<file path="config.mk">
export PLATFORM = sky130hd
export DESIGN_NAME = ram_fifo_ctrl
export DESIGN_NICKNAME = d
export VERILOG_FILES = /design/src/rtl/ram_fifo_pkg.sv /design/src/rtl/ram_fifo_ob.sv /design/src/rtl/ram_fifo_ctrl.sv
export SDC_FILE = /design/constraint.sdc
export NUM_CORES = 1
export LEC_CHECK = 0
export CORE_MARGIN = 1.5
export CORE_UTILIZATION = 50
export CTS_CLUSTER_SIZE = 12
export DETAILED_ROUTE_END_ITERATION = 16
export PLACE_DENSITY = 0.94
export SYNTH_ARGS = -nofsm -noshare
export SYNTH_HDL_FRONTEND = slang
export SYNTH_HIERARCHICAL = 1
export SYNTH_SLANG_ARGS = --single-unit
</file>
<file path="constraint.sdc">
create_clock -name clk -period 4.3 [get_ports clk]
set_input_delay 0.645 -clock clk [delete_from_list [all_inputs] [get_ports clk]]
set_output_delay 0.645 -clock clk [all_outputs]
set_load 0.01 [all_outputs]
</file>
<file path="src/rtl/ram_fifo_pkg.sv">
// Shared constants and width helpers for the RAM-backed FIFO controller.
// Latency: none (package only).
// Backpressure: n/a.
package ram_fifo_pkg;

    // Output buffer depth: one entry being popped plus one read returning.
    localparam int OB_DEPTH = 2;

    // Bits needed to count 0..OB_DEPTH inside the output buffer.
    localparam int OB_CNT_W = $clog2(OB_DEPTH + 1);

    // Pointer width: address bits plus one wrap bit so full and empty differ.
    function automatic int ptr_w(input int depth);
        return $clog2(depth) + 1;
    endfunction

    // Total-count width: covers DEPTH + OB_DEPTH entries with headroom.
    function automatic int cnt_w(input int depth);
        return $clog2(depth) + 2;
    endfunction

endpackage

</file>
<file path="src/rtl/ram_fifo_ob.sv">
// Two-entry output buffer holding RAM read returns; head drives the pop data.
// Latency: a push is visible at head/count after the next clk edge.
// Backpressure: none internally; the caller never pushes when full nor pops when empty.
module ram_fifo_ob
    import ram_fifo_pkg::*;
#(
    parameter int D_WIDTH = 32
) (
    input  logic                 clk,
    input  logic                 rst,
    input  logic                 push,
    input  logic [D_WIDTH-1:0]   push_data,
    input  logic                 pop,
    output logic [D_WIDTH-1:0]   head,
    output logic [OB_CNT_W-1:0]  ob_count
);

    logic [D_WIDTH-1:0] mem [0:OB_DEPTH-1];
    logic               wr_idx;
    logic               rd_idx;

    // Storage and write index: entries are cleared so the head reads zero out of reset.
    always_ff @(posedge clk or negedge rst) begin
        if (!rst) begin
            mem[0] <= '0;
            mem[1] <= '0;
            wr_idx <= 1'b0;
        end else if (push) begin
            mem[wr_idx] <= push_data;
            wr_idx      <= ~wr_idx;
        end
    end

    // Read index and occupancy; a simultaneous push and pop leaves the count unchanged.
    always_ff @(posedge clk or negedge rst) begin
        if (!rst) begin
            rd_idx   <= 1'b0;
            ob_count <= '0;
        end else begin
            if (pop) begin
                rd_idx <= ~rd_idx;
            end
            ob_count <= ob_count + {{(OB_CNT_W-1){1'b0}}, push}
                                 - {{(OB_CNT_W-1){1'b0}}, pop};
        end
    end

    // Head is the oldest entry; it only moves on pop, so it holds under backpressure.
    assign head = mem[rd_idx];

endmodule

</file>
<file path="src/rtl/ram_fifo_ctrl.sv">
// FIFO controller in front of a dual-port RAM with a prefetching 2-entry output buffer.
// Latency: out_valid rises 3 edges after an accept into an empty FIFO, counting the accept edge.
// Backpressure: in_ready drops only when the RAM is full; out_ready stall freezes out_data.
module ram_fifo_ctrl
    import ram_fifo_pkg::*;
#(
    parameter int D_WIDTH = 32,
    parameter int A_WIDTH = 5
) (
    input  logic                 clk,
    input  logic                 rst,
    input  logic                 in_valid,
    output logic                 in_ready,
    input  logic [D_WIDTH-1:0]   in_data,
    output logic                 out_valid,
    input  logic                 out_ready,
    output logic [D_WIDTH-1:0]   out_data,
    output logic                 write_en,
    output logic [A_WIDTH-1:0]   write_addr,
    output logic [D_WIDTH-1:0]   write_data,
    output logic                 read_en,
    output logic [A_WIDTH-1:0]   read_addr,
    input  logic [D_WIDTH-1:0]   read_data,
    output logic [A_WIDTH+1:0]   count,
    output logic                 full,
    output logic                 empty
);

    localparam int DEPTH = 2 ** A_WIDTH;
    localparam int PW    = ptr_w(DEPTH);
    localparam int CW    = cnt_w(DEPTH);

    logic [PW-1:0]       wr_ptr;
    logic [PW-1:0]       rd_ptr;
    logic [PW-1:0]       ram_cnt;
    logic                inflight;
    logic [OB_CNT_W-1:0] ob_count;
    logic [OB_CNT_W:0]   ob_demand;
    logic                push_fire;
    logic                pop_fire;

    // Occupancy of the RAM alone; the wrap bit makes DEPTH distinguishable from zero.
    assign ram_cnt = wr_ptr - rd_ptr;
    assign full    = (ram_cnt == PW'(DEPTH));
    assign empty   = (count == '0);

    // Push side: space is judged on registered state only, a same-cycle pop does not help.
    assign in_ready   = !full;
    assign push_fire  = in_valid && in_ready;
    assign write_en   = push_fire;
    assign write_addr = wr_ptr[A_WIDTH-1:0];
    assign write_data = in_data;

    // Pop side.
    assign out_valid = (ob_count != '0);
    assign pop_fire  = out_valid && out_ready;

    // Slots the output buffer will need next cycle: held entries plus the return in flight,
    // minus the one leaving now. A read is issued only if that leaves room for its return.
    // pop_fire implies ob_count >= 1, so this cannot underflow.
    assign ob_demand = {1'b0, ob_count}
                     + {{OB_CNT_W{1'b0}}, inflight}
                     - {{OB_CNT_W{1'b0}}, pop_fire};
    assign read_en   = (ram_cnt != '0) && (ob_demand < (OB_CNT_W+1)'(OB_DEPTH));
    assign read_addr = rd_ptr[A_WIDTH-1:0];

    // RAM pointers and the read-in-flight flag; a reset drops any outstanding read.
    always_ff @(posedge clk or negedge rst) begin
        if (!rst) begin
            wr_ptr   <= '0;
            rd_ptr   <= '0;
            inflight <= 1'b0;
        end else begin
            if (push_fire) begin
                wr_ptr <= wr_ptr + PW'(1);
            end
            if (read_en) begin
                rd_ptr <= rd_ptr + PW'(1);
            end
            inflight <= read_en;
        end
    end

    // Total entries held anywhere: RAM, in flight, and output buffer.
    always_ff @(posedge clk or negedge rst) begin
        if (!rst) begin
            count <= '0;
        end else begin
            count <= count + {{(CW-1){1'b0}}, push_fire}
                           - {{(CW-1){1'b0}}, pop_fire};
        end
    end

    // Output buffer captures the RAM return the cycle after the read was issued.
    ram_fifo_ob #(
        .D_WIDTH (D_WIDTH)
    ) u_ob (
        .clk       (clk),
        .rst       (rst),
        .push      (inflight),
        .push_data (read_data),
        .pop       (pop_fire),
        .head      (out_data),
        .ob_count  (ob_count)
    );

endmodule

</file>
* Word-level counts from Yosys, hierarchy flattened
Cells that the tools add are included.
** Operators by class
- Reductions and logical operators :: 8
- Muxes and demuxes :: 6
- Magnitude comparators :: 4
- Bitwise logic cells :: 4
- Eq/ne operators :: 1
- $add $sub $neg :: 9
** Operators by type and width (number)
- $mux W32 :: 4
- $bwmux W64 :: 1
- $demux W32 S1 :: 1
- $add A6 B1 Y6 const B :: 2
- $add A7 B1 Y7 :: 1
- $logic_not A7 Y1 :: 1
- $sub A7 B1 Y7 :: 1
- $eq A6 B6 Y1 const B :: 1
- $reduce_bool A6 Y1 :: 1
- $sub A6 B6 Y6 :: 1
- $ge A2 B2 Y1 const B :: 2
- $logic_and A1 B1 Y1 :: 4
- $not A1 Y2 :: 2
- $add A2 B1 Y3 :: 1
- $lt A3 B2 Y1 const B :: 1
- $sub A3 B1 Y3 :: 1
- $add A2 B1 Y2 :: 1
- $lt A2 B1 Y1 const B :: 1
- $not A1 Y1 :: 2
- $reduce_bool A2 Y1 :: 1
- $sub A2 B1 Y2 :: 1
- $logic_not A1 Y1 :: 1
** Word-level totals
- Output and inout bits :: 87
- Bits in registers :: 88

* Logic depth before layout (Yosys ltp)
- Depth in word-level cells :: 6
- Depth in mapped cells :: 16

* Cells and area by module
Netlist, hierarchy kept.
** Modules (own cells, without submodules)
- ram_fifo_ob :: instances 1, cells each 185, area each 2974.1 sq um
- ram_fifo_ctrl :: instances 1, cells each 173, area each 1659.1 sq um

* Worst setup path before layout
Ideal clock, no wire load.
- Path kind :: flip-flop to flip-flop
- Start point :: register rd_ptr[3]
- End point :: register count[6]
- Path buffers :: 0
- Library setup time :: 0.080 ns
- Arrival :: 2.836 ns
- Required time :: 4.220 ns
- Period minus slack after synthesis :: 2.916 ns
- Stages on the path, launching flop included :: 16
- Setup slack :: 1.384 ns
- Cells stage by stage :: dfrtp_1 inv_1 ha_1 or3_1 o32ai_1 o211ai_2 nand2_1 inv_1 ha_1 fa_1 a21oi_1 nor2_1 o21ai_1 a21oi_1 nor2_1 xnor2_1
** Between the ends
- Word-level cells in the longest chain between the ends :: 6
** Ends and longest elaborated chain
- start, declared :: line ram_fifo_ctrl.sv:34 : logic [PW-1:0] rd_ptr;
- start signal, assigned :: line ram_fifo_ctrl.sv:78 : rd_ptr <= rd_ptr + PW'(1);
- $sub A6 B6 Y6 :: line ram_fifo_ctrl.sv:43 : assign ram_cnt = wr_ptr - rd_ptr;
- $eq A6 B6 Y1 :: line ram_fifo_ctrl.sv:44 : assign full = (ram_cnt == PW'(DEPTH));
- $logic_not A1 Y1 :: line ram_fifo_ctrl.sv:48 : assign in_ready = !full;
- via in_ready :: line ram_fifo_ctrl.sv:13 : output logic in_ready,
- $logic_and A1 B1 Y1 :: line ram_fifo_ctrl.sv:49 : assign push_fire = in_valid && in_ready;
- via write_en :: line ram_fifo_ctrl.sv:18 : output logic write_en,
- $add A7 B1 Y7 :: line ram_fifo_ctrl.sv:89 : count <= count + {{(CW-1){1'b0}}, push_fire}
- $sub A7 B1 Y7 :: line ram_fifo_ctrl.sv:90 : - {{(CW-1){1'b0}}, pop_fire};
- end signal, assigned :: line ram_fifo_ctrl.sv:89
- end, declared :: line ram_fifo_ctrl.sv:24 : output logic [A_WIDTH+1:0] count,
The timed path passes the listed nets, and every way through them passes these cells.
A chain may end at the register's enable or synchronous reset.

* Worst setup path in the final report
- Start point :: register u_ob.ob_count[1]
- End point :: output read_en
** Between the ends
- Word-level cells in the longest chain between the ends :: 5
- Elaborated cells on any way between the ends :: 6
- Those cells by class :: add/sub: 2; order compare: 1; reduce/logical: 3
** Ends and longest elaborated chain
- start, declared :: line ram_fifo_ob.sv:15 : output logic [OB_CNT_W-1:0] ob_count
- start signal, assigned :: line ram_fifo_ob.sv:43 : ob_count <= ob_count + {{(OB_CNT_W-1){1'b0}}, push}
- $reduce_bool A2 Y1 :: line ram_fifo_ctrl.sv:55 : assign out_valid = (ob_count != '0);
- $logic_and A1 B1 Y1 :: line ram_fifo_ctrl.sv:56 : assign pop_fire = out_valid && out_ready;
- via pop_fire :: line ram_fifo_ctrl.sv:40 : logic pop_fire;
- $sub A3 B1 Y3 :: line ram_fifo_ctrl.sv:63 : - {{OB_CNT_W{1'b0}}, pop_fire};
- $lt A3 B2 Y1 :: line ram_fifo_ctrl.sv:64 : assign read_en = (ram_cnt != '0) && (ob_demand < (OB_CNT_W+1)'(OB_DEPTH));
- $logic_and A1 B1 Y1 :: line ram_fifo_ctrl.sv:64
- end, declared :: line ram_fifo_ctrl.sv:21 : output logic read_en,
The timed path passes the listed nets, and every way through them passes these cells.

==> results.md <==
- CP Class: flip-flop to primary output
- H-tree depth: 3
- Sw Share: 35.5%
- Clock sinks: 88
- Drt wl/cell: 16.6 microns
- Vias in the first global route: 2963
- Worst Tran Pin Value: 1090 ps
- Clock skew: 17.2 ps
- Finished Core Util: 61.8%
- Max Fclk: 254 MHz
- Clk pin slew, worst setup/hold paths: 100 ps
- Die Wd: 99.3 microns
- Commonest non-fill, non-tap cell in the layout: clkdlybuf4s50_1
- #FFs+latches synth: 88
- Antenna Cells: 0
- Commonest cells after routing, fill and taps aside: 89 x clkdlybuf4s50_1, 88 x dfrtp_1, 88 x mux2_2
- Post-synth cell types: 38
- Syn Area/Cell: 12.9 sq um
- Initial antenna violation count: 0
- Clock buffer depth: 2
- Worst r2r path cells: 16
- Hold Buf Count CTS: 0
- RSZ-0062 raised after global routing: no
- Initial drt markers: 45
- Drt total wl: 8650 microns
- FF-to-FF setup slack: 1110 ps
- Pleak: 2.37 nW
- Initial Utilization: 52.4%
- Worst hold path class: input pin to async pin
- Outcome: finished clean
- Final hold violation count: 0
- Fin Setup TNS: 0 ps
- CTS tree: done
- Fin crit share: 91.7%
- Worst skew pair latency: 350 ps
- Setup Fix Bufs, Post-CTS: 0
- Global-route wire length before repair: 14300 microns
- NetSw: 1.69 mW
- Maximum vdd drop: 0.000461 V
- Sequential area share after synthesis: 47.5%
- Layout cells sized above 1: 29.5%
- CP endpoint kind: primary output
- Setup WS pre-CTS: 421 ps
- Drt first pass iters: 4
- Via/cell ratio: 5.29
- Critical Path Fanout Max: 4
- Area Growth Syn to Fin: 18.0%
- Cell Rows: 34
- Fin. max-slew vios: 0
- Yosys top cell by area: dfrtp_1
- Via Count: 2754
- Post-Syn Nets: 447
- Synth Instances: 358
- EDFF count, synth: 0
- Clock share of power: 11.0%
- Die area: 9850 sq um
- Comb power frac: 55.8%
- I/O pins: 155
- Core ar.: 8850 sq um
- Final #Nets: 497
- Async SR Flop Fraction: 100%
- Top cell type's share of synthesized area: 47.5%
- Post-synth top flop: dfrtp_1
- Die height: 99.3 microns
- Detailed placer's ending HPWL: 6060 microns
- CTS Root Cell: clkbuf_8
- Synthesized cell area: 4630 sq um
- Max_cap viols: 0
- Post-route ant nets: 0
- Min Tclk post-route: 3940 ps
- Cts bufs inserted: 9
- Worst slew margin: 27.3%
- RePlAce Congestion: 0.769
- I/O Buffers: 90
- Part of the power in registers: 33.2%
- WP data required: 3650 ps
- PwrDens: 870 nW/um^2
- DR DRC count: 0
- Int Power: 3.07 mW
- Synth warn: 6
- Critical Path AT: 3300 ps
- Total gr overflow: 0
- Startpoint class of the critical path: flip-flop
- Top post-synthesis cells by area: dfrtp_1 48%, mux2_2 21%, buf_4 6.8%
- Worst setup margin: 356 ps
- Post-cts sizing count: 0
- Largest net degree at the start of global routing: 89
- All-layer global routing usage: 18.2%
- # setup viols final: 0
==> routing by layer <==
layer / share of wire [%] / GRT usage [%]
met4: 2.2 / 7.15
met2: 51 / 31.0
met1: 42 / 22.8
met5: 0 / 0
met3: 5.7 / 3.65
==> per-stage QoR <==
step                      cells  power, mW  cell area [sq um]  hold WS, ps
after floorplan             358       3.33               4630          349
after global placement      505       4.13               5290          480
after detailed placement    505       4.28               5290          487
after CTS                   521       4.81               5470          505
after global routing        521       5.11               5470          522
final                       521       4.76               5470          489
==> cell usage after synthesis, types with 2 or more instances <==
cell type / count
a21oi_1: 6
and2_1: 2
and3_1: 6
buf_2: 7
buf_4: 42
buf_6: 3
dfrtp_1: 88
fa_1: 2
ha_1: 19
inv_1: 20
mux2_2: 88
mux2_4: 9
nand2_1: 5
nand2b_1: 4
nand3_1: 4
nor2_1: 6
o2111ai_1: 2
o21ai_1: 3
xnor2_1: 17
xor2_1: 7
==> path summary, 6_finish.rpt <==
path | startpoint | endpoint
hold reg to reg | wr_ptr[5]$_DFFE_PN0P_ | wr_ptr[5]$_DFFE_PN0P_
max in group asynchronous | rst | u_ob/mem[58]$_DFFE_PN0P_
setup reg to reg | rd_ptr[1]$_DFFE_PN0P_ | count[6]$_DFF_PN0_
hold / removal | rst | wr_ptr[4]$_DFFE_PN0P_
setup / recovery | u_ob/ob_count[1]$_DFF_PN0_ | read_en
min in group clk | wr_ptr[5]$_DFFE_PN0P_ | wr_ptr[5]$_DFFE_PN0P_
==> critical path, stage by stage, from the launching register on <==
cell and delay [ps]:
dfrtp_1 460, or2_2 330, and2_1 220, ha_1 280
nand2b_1 150, fa_1 380, xnor2_1 320, o211a_4 260
clkdlybuf4s50_1 550
==> area by class of cell <==
class,count,area [sq um]
fillers,708,3380
flip-flops and latches,88,2200
multi-input cells,197,1960
repair buffers,92,913
well taps,108,135
clock buffers,9,124
inverters,20,75.1
clock inverters,7,51.3
==> flip-flops by register name (all words and copies together) (netlist names) <==
name and flops:
u_ob/wr_idx 1, inflight 1, wr_ptr 6, count 7, u_ob/ob_count 2, u_ob/rd_idx 1, rd_ptr 6, u_ob/mem 64
==> cell families (layout without fill, tap and decap cells) <==
| family | count (synthesis) | count (layout) | synth area share [%] |
|---|---|---|---|
| DFF | 88 | 88 | 47.5 |
| buffers and inverters | 73 | 128 | 10.2 |
| xor gates and xnor gates | 24 | 24 | 4.54 |
| muxes | 99 | 99 | 24.8 |
| adders and majority gates | 21 | 21 | 6.00 |
| AOI/OAI and AO/OA | 19 | 19 | 2.97 |
| and+or+nand+nor | 34 | 34 | 3.97 |
==> power groups by stage <==
| stage | Clock, mW | Sequential [mW] | Combinational [mW] |
|---|---|---|---|
| floorplan | 0 | 1.49 | 1.84 |
| global placement | 0 | 1.56 | 2.57 |
| detailed placement | 0 | 1.60 | 2.68 |
| CTS | 0.538 | 1.59 | 2.69 |
| global route | 0.582 | 1.64 | 2.89 |
| finish | 0.521 | 1.58 | 2.65 |
No activity file was read; power rests on OpenSTA's default activity.
